## src/rtl/nibble_stream_sorter.sv

```systemverilog
`default_nettype none
// ============================================================================
// Module      : nibble_stream_sorter
// Description : Loads N W-bit elements over a valid/ready stream, bubble-sorts
//               them ascending (one compare-exchange per clock), then streams
//               them out with a last marker on the final beat.
// Revision    : 1.0 - initial release
// ============================================================================
module nibble_stream_sorter #(
    parameter int W = 4,
    parameter int N = 4
) (
    input  logic         clk,
    input  logic         rst,
    input  logic         in_valid,
    output logic         in_ready,
    input  logic [W-1:0] in_data,
    output logic         out_valid,
    input  logic         out_ready,
    output logic [W-1:0] out_data,
    output logic         out_last,
    output logic         busy
);

    localparam int              c_AW    = (N > 2) ? $clog2(N) : 1;
    localparam logic [c_AW-1:0] c_ONE   = c_AW'(1);
    localparam logic [c_AW-1:0] c_LAST  = c_AW'(N - 1);
    localparam logic [1:0]      c_LOAD  = 2'd0;
    localparam logic [1:0]      c_SORT  = 2'd1;
    localparam logic [1:0]      c_DRAIN = 2'd2;

    logic [1:0]      state_q, state_d;
    logic [W-1:0]    mem_q [N];
    logic [W-1:0]    mem_d [N];
    logic [c_AW-1:0] wr_q, wr_d, rd_q, rd_d, a_q, a_d, b_q, b_d;

    logic [c_AW-1:0] w_b_nxt;
    logic            w_swap;
    logic            w_b_more;
    logic            w_a_more;
    logic            w_sort_done;

    // b only ranges up to a-1 <= N-2 during SORT, so b+1 stays in bounds
    assign w_b_nxt     = b_q + c_ONE;
    assign w_swap      = mem_q[w_b_nxt] < mem_q[b_q];
    assign w_b_more    = b_q < (a_q - c_ONE);
    assign w_a_more    = a_q > c_ONE;
    assign w_sort_done = !w_b_more && !w_a_more;

    always_ff @(posedge clk) begin
        if (rst) begin
            state_q <= c_LOAD;
        end else begin
            state_q <= state_d;
        end
    end

    always_comb begin
        state_d = state_q;
        case (state_q)
            c_LOAD:  if (in_valid && wr_q == c_LAST)   state_d = c_SORT;
            c_SORT:  if (w_sort_done)                  state_d = c_DRAIN;
            c_DRAIN: if (out_ready && rd_q == c_LAST)  state_d = c_LOAD;
            default:                                   state_d = c_LOAD;
        endcase
    end

    always_comb begin
        in_ready  = !rst && (state_q == c_LOAD);
        out_valid = !rst && (state_q == c_DRAIN);
        busy      = !rst && (state_q != c_LOAD);
        out_data  = out_valid ? mem_q[rd_q] : '0;
        out_last  = out_valid && (rd_q == c_LAST);
    end

    always_comb begin
        mem_d = mem_q;
        wr_d  = wr_q;
        rd_d  = rd_q;
        a_d   = a_q;
        b_d   = b_q;
        case (state_q)
            c_LOAD: begin
                if (in_valid) begin
                    mem_d[wr_q] = in_data;
                    if (wr_q == c_LAST) begin
                        wr_d = '0;
                        a_d  = c_LAST;
                        b_d  = '0;
                    end else begin
                        wr_d = wr_q + c_ONE;
                    end
                end
            end
            c_SORT: begin
                if (w_swap) begin
                    mem_d[b_q]     = mem_q[w_b_nxt];
                    mem_d[w_b_nxt] = mem_q[b_q];
                end
                if (w_b_more) begin
                    b_d = w_b_nxt;
                end else if (w_a_more) begin
                    a_d = a_q - c_ONE;
                    b_d = '0;
                end else begin
                    rd_d = '0;
                end
            end
            c_DRAIN: begin
                if (out_ready) begin
                    rd_d = (rd_q == c_LAST) ? '0 : rd_q + c_ONE;
                end
            end
            default: ;
        endcase
    end

    always_ff @(posedge clk) begin
        if (rst) begin
            for (int i = 0; i < N; i++) begin
                mem_q[i] <= '0;
            end
            wr_q <= '0;
            rd_q <= '0;
            a_q  <= c_LAST;
            b_q  <= '0;
        end else begin
            mem_q <= mem_d;
            wr_q  <= wr_d;
            rd_q  <= rd_d;
            a_q   <= a_d;
            b_q   <= b_d;
        end
    end

endmodule
`default_nettype wire
```

## config.mk

```make
export PLATFORM = sky130hd
export DESIGN_NAME = nibble_stream_sorter
export DESIGN_NICKNAME = d
export VERILOG_FILES = /design/src/rtl/nibble_stream_sorter.sv
export SDC_FILE = /design/constraint.sdc
export NUM_CORES = 1
export LEC_CHECK = 0
export ABC_CLOCK_PERIOD_IN_PS = 4190
export BUFFER_PORTS_ARGS = -buffer_cell sky130_fd_sc_hd__buf_2
export CAP_MARGIN = 5
export CORE_MARGIN = 2
export CORE_UTILIZATION = 47
export DETAILED_ROUTE_END_ITERATION = 7
export REMOVE_ABC_BUFFERS = 1
export SLEW_MARGIN = 20
export SYNTH_ARGS = -nofsm -noshare
export SYNTH_HDL_FRONTEND = slang
export SYNTH_SLANG_ARGS = --single-unit
```

## constraint.sdc

```tcl
create_clock -name clk -period 4.19 [get_ports clk]
set_input_delay 0.419 -clock clk [delete_from_list [all_inputs] [get_ports clk]]
set_output_delay 0.419 -clock clk [all_outputs]
set_load 0.01 [all_outputs]
```

### After elaboration in Yosys (flattened, before gate mapping)

Cells that the tools add are included.

| cells by class | value |
|---|---|
| add/sub/neg operators | 4 |
| multiply operators | 0 |
| divide/modulo/power cells | 0 |
| magnitude comparators | 10 |
| equal/unequal tests | 15 |
| shift operators | 0 |
| muxes and demuxes | 42 |
| bitwise operators | 4 |
| reductions and logical operators | 23 |

Operator list:

| operator | count |
|---|---|
| bitwise mux 16 bit | 3 |
| two-way mux 4 bit | 10 |
| two-way mux 16 bit | 2 |
| two-way mux 2 bit | 16 |
| case mux 16 bit (2 select lines) | 1 |
| binary-select mux 4 bit (select 2 bit) | 3 |
| demux 4 bit (select 2 bit) | 3 |
| inequality test 2 bit, second input constant | 10 |
| >= comparator 3 bit, second input constant | 4 |
| inverter 2 -> 3 bit | 4 |
| case mux 2 bit (2 select lines) | 3 |
| logical AND 1 bit | 10 |
| < comparator 3 x 1 -> 1 bit, second input constant | 3 |
| AND reduction 4 bit | 2 |
| adder 2 x 1 -> 2 bit, second input constant | 3 |
| equality test 2 bit, second input constant | 3 |
| case mux 2 bit (3 select lines) | 1 |
| AND reduction 3 bit | 2 |
| nonzero test 2 bit | 3 |
| AND reduction 5 bit | 1 |
| < comparator 4 bit | 1 |
| logical NOT 1 bit | 3 |
| inequality test 3 bit, second input constant | 1 |
| equality test 2 x 1 -> 1 bit, second input constant | 1 |
| other kinds (5) | 5 |

| storage, ports and cells | value |
|---|---|
| bits in registers | 26 |
| latch bits | 0 |
| RAM bits | 0 |
| ROM bits | 0 |
| input bits | 8 |
| output and inout bits | 8 |
| word-level logic and storage cells | 107 |
| memories kept | 0 |

### Depth between registers and ports, before layout

| depth | value |
|---|---|
| depth in word-level cells | 9 |
| gate-level depth with buffers | 12 |
| mapped depth without buffers | 9 |

### Worst setup path after synthesis

Ideal clock, no wire load.

| timing | value |
|---|---|
| path type | flip-flop to flip-flop |
| start point | register b_q[0] |
| end point | register mem_q[10] in the netlist's numbering |
| library setup time | 0.070 ns |
| arrival | 2.846 ns |
| required time | 4.120 ns |
| slack | 1.274 ns |
| cell stages (with the launch flop) | 13 |
| path buffers | 3 |
| period minus slack after synthesis | 2.916 ns |
| cell sequence | dfxtp_1 > clkbuf_8 > buf_2 > inv_1 > ha_1 > mux4_1 > ha_1 > a21o_2 > nand3_1 > o211ai_4 > buf_6 > a211o_1 > a21oi_1 |

| between the ends | value |
|---|---|
| cells in the longest elaborated chain, start to end | 9 |
| elaborated cells on any way between the ends | 26 |
| those cells by class | add/sub (1); order compare (5); eq/ne (1); mux (14); bitwise (2); reduce/logical (3) |

Ends and longest elaborated chain:

| item | line | RTL |
|---|---|---|
| from (decl) | 35 | `logic [c_AW-1:0] wr_q, wr_d, rd_q, rd_d, a_q, a_d, b_q, b_d;` |
| from (signal assigned) | 126 | `b_q <= '0;` |
| from (signal assigned) | 132 | `b_q <= b_d;` |
| branches (longest 9 deep; another with < comparator 4 bit) | - |  |
| to (signal assigned) | 128 | `mem_q <= mem_d;` |
| to (decl) | 33 | `logic [W-1:0] mem_q [N];` |

Parallel ways; which one is timed is not known. The select of a mux whose other input is x is not followed.
A chain may end at the register's enable or synchronous reset.

### Worst setup path after layout

| timing | value |
|---|---|
| start point | register b_q[1] |
| end point | register mem_q[7] in the netlist's numbering |

The elaborated chain is that of the path after synthesis.

==> flow_summary.ini <==
[outcome]
status = complete, no violations

[timing]
hold_viol_final = 0
clock_skew_ps = 6.96
worst_pin_slew_ps = 804
min_period_ps = 3090
finalWorstSetupSlack_ps = 1100
max-slew-margin-rel_pct = 46.4
fin_crit_sh_pct = 73.7
whs_ps = 404
rsz0062_at_grt = no
fin_tns_setup_ps = 0
setup_viol = 0
slew_viol_final = 0
fmax_ghz = 0.324

[worst_setup_path]
setup.worst_path.end_class = flip-flop
cp-start-kind = flip-flop
path_class = reg2reg
required_ps = 4420
cp.arrival_ps = 3320
cp_max_fo = 24
r2r_slack_ps = 1100

[logic_synthesis]
synth_seq_cells = 26
syn_area_sq_um = 2400
synth_cell_types = 55
yosysWarnings = 0
ys_top_cells_by_area = dfxtp_1 (22%), ha_1 (7.3%), mux4_2 (6.6%), a21oi_1 (6.0%), o21ai_0 (3.5%)
syn-instance-count = 273
yosysSeqAreaShare_pct = 21.7
muxShareOfSynthArea_pct = 15.2
synth_fa_ha_area_share_pct = 7.29
synth-edff-count = 0
syn_avg_cell_area_sq_um = 8.80
synth.top_cell.area_share_pct = 21.7
synth_compound_area_share_pct = 25.1
yosys.area_share.simple_pct = 23.6
synth_top_family_by_area = compound AO/OA/AOI/OAI gates
synthArstFlopShare_pct = 0
synth_xor_area_share_pct = 0
synth_area_leader_cell = dfxtp_1
synth_flop_cell = dfxtp_1

[placed_design]
io_buffer_count = 15
globalplace.congestion = 0.924
dp.cells = 344
place.detailed.hpwl_microns = 4850
place_area_sq_um = 2450
place_ws_ps = 1100

[drt]
vias = 2188
ant_nets = 0
wl_per_cell_microns = 19.5
routed_wl_microns = 6790
remaining_drc_errors = 0
first_iter_violations = 300
first_pass_iters = 4
routed_via_density = 6.29

[floorplanning]
die_area_sq_um = 5700
core_area_sq_um = 5010
die_w_microns = 75.5
num_rows = 26
chipHeight_microns = 75.5
pin_count = 16
start_util_pct = 48.0

[clock_tree]
post_cts_buffers = 0
cts.repair.resized = 0
clk_pin_slew_ps = 100
cts.sinks = 26
ctsHoldBuffers = 0
cts_tree = built
cts-buffers-inserted = 3
clock_latency_ps = 290
cts-root-buf = clkbuf_8
clockBufferDepth = 2
htree_levels = 1

[finish]
num_antenna_cells = 0
mostFrequentLayoutCell = a21oi_1
final_layout_size_suffix_gt1_share_pct = 19.1
fin_cells = 348
final_area_sq_um = 2520
utilization_pct = 50.3
synthToLayoutAreaGrowth_pct = 4.95
nets = 301
final_cell_mix = a21oi_1 (29), dfxtp_1 (26), nand2_1 (21)

[global_routing]
grt_max_degree = 31
grt_pass1_vias = 2018
grt_remaining_overflow = 0
grt_pass1_wl_microns = 10800
antenna_found_initial = 0
grt_usage_pct = 26.0

[worst_hold_path]
hold_class = in2reg

[power_and_ir_drop]
power.total_uw = 606
p_sw_share_pct = 29.4
comb_power_share_pct = 19.6
p_leak_nw = 0.906
internal_power_uw = 428
ir_worst_vdd_uv = 197
pwr-share-clk_pct = 36.9
pwr-share-seq_pct = 43.6
power_density_nw_per_um2 = 241
power.switching_uw = 178

[flow_run]
maxCapViolations = 0
[final timing paths]
kind,start,endpoint,cells past startpoint
min reg2reg,wr_q[1]$_SDFFE_PP0P_,wr_q[1]$_SDFFE_PP0P_,2
max reg2reg,b_q[1]$_SDFFE_PP0P_,mem_q[7]$_SDFFE_PP0P_,10
max,b_q[1]$_SDFFE_PP0P_,mem_q[7]$_SDFFE_PP0P_,10
min,out_ready,rd_q[1]$_SDFFE_PP0P_,3
[power by group through the flow]
stage               Clock, mW  Sequential [mW]  Combinational [mW]
floorplan                   0            0.266              0.0812
global placement            0            0.269               0.116
detailed placement          0            0.270               0.117
CTS                     0.228            0.264               0.118
global route            0.239            0.265               0.129
finish                  0.224            0.264               0.119
[worst max-delay path, cell delays in order (launching register included)]
cell and delay (ps):
dfxtp_1 330, buf_4 210, inv_1 100, ha_1 430, mux4_1 430, ha_1 360, a21o_2 220, nand3_1 170
o211ai_4 230, or3b_1 420, a21oi_1 120
[metal layers]
| metal | vias up | GRT usage (%) | share of wire [%] |
|---|---|---|---|
| li1 | 1058 | - | - |
| met1 | 1046 | 36.5 | 46 |
| met2 | 74 | 42.4 | 47 |
| met3 | 10 | 3.84 | 5.3 |
| met4 | 0 | 5.85 | 1.4 |
| met5 | - | 0 | 0 |
[cells in the mapped netlist (all sizes together), types with 2 or more instances]
cell / n
or3: 2
nor4bb: 2
or3b: 4
nor2: 14
and4b: 4
a211o: 9
nand3: 12
nor2b: 8
dlygate4sd1: 2
mux2i: 5
and3: 3
and2b: 3
a22oi: 3
nor3: 7
dfxtp: 26
o2111ai: 2
o21ai: 17
nor3b: 4
or2: 2
clkbuf: 10
mux2: 7
nand2: 21
a311oi: 3
o211ai: 3
ha: 14
mux4: 10
a21oi: 30
nand3b: 2
a32o: 6
nand2b: 4
or2b: 2
a31oi: 9
inv: 9
buf: 5
[layout make-up]
class / instances / area (sq um)
multi-input cells: 221 / 1710
repair buffers: 18 / 97.6
fillers: 517 / 2490
well taps: 70 / 87.6
inverters: 9 / 33.8
clock buffers: 3 / 41.3
clock inverters: 1 / 30.0
flip-flops and latches: 26 / 520
[state kept, by name, summed over array words and instances, names as in the netlist]
name / cells
a_q: 2
rd_q: 2
b_q: 2
state_q: 2
wr_q: 2
mem_q: 16
[kinds of logic after synthesis]
kind of cell / count (synthesis)
fa+ha+maj: 14
compound gates: 89
mux: 22
flops: 26
simple gates: 96
buf+inv: 26
(Power assumes the default switching activity.)
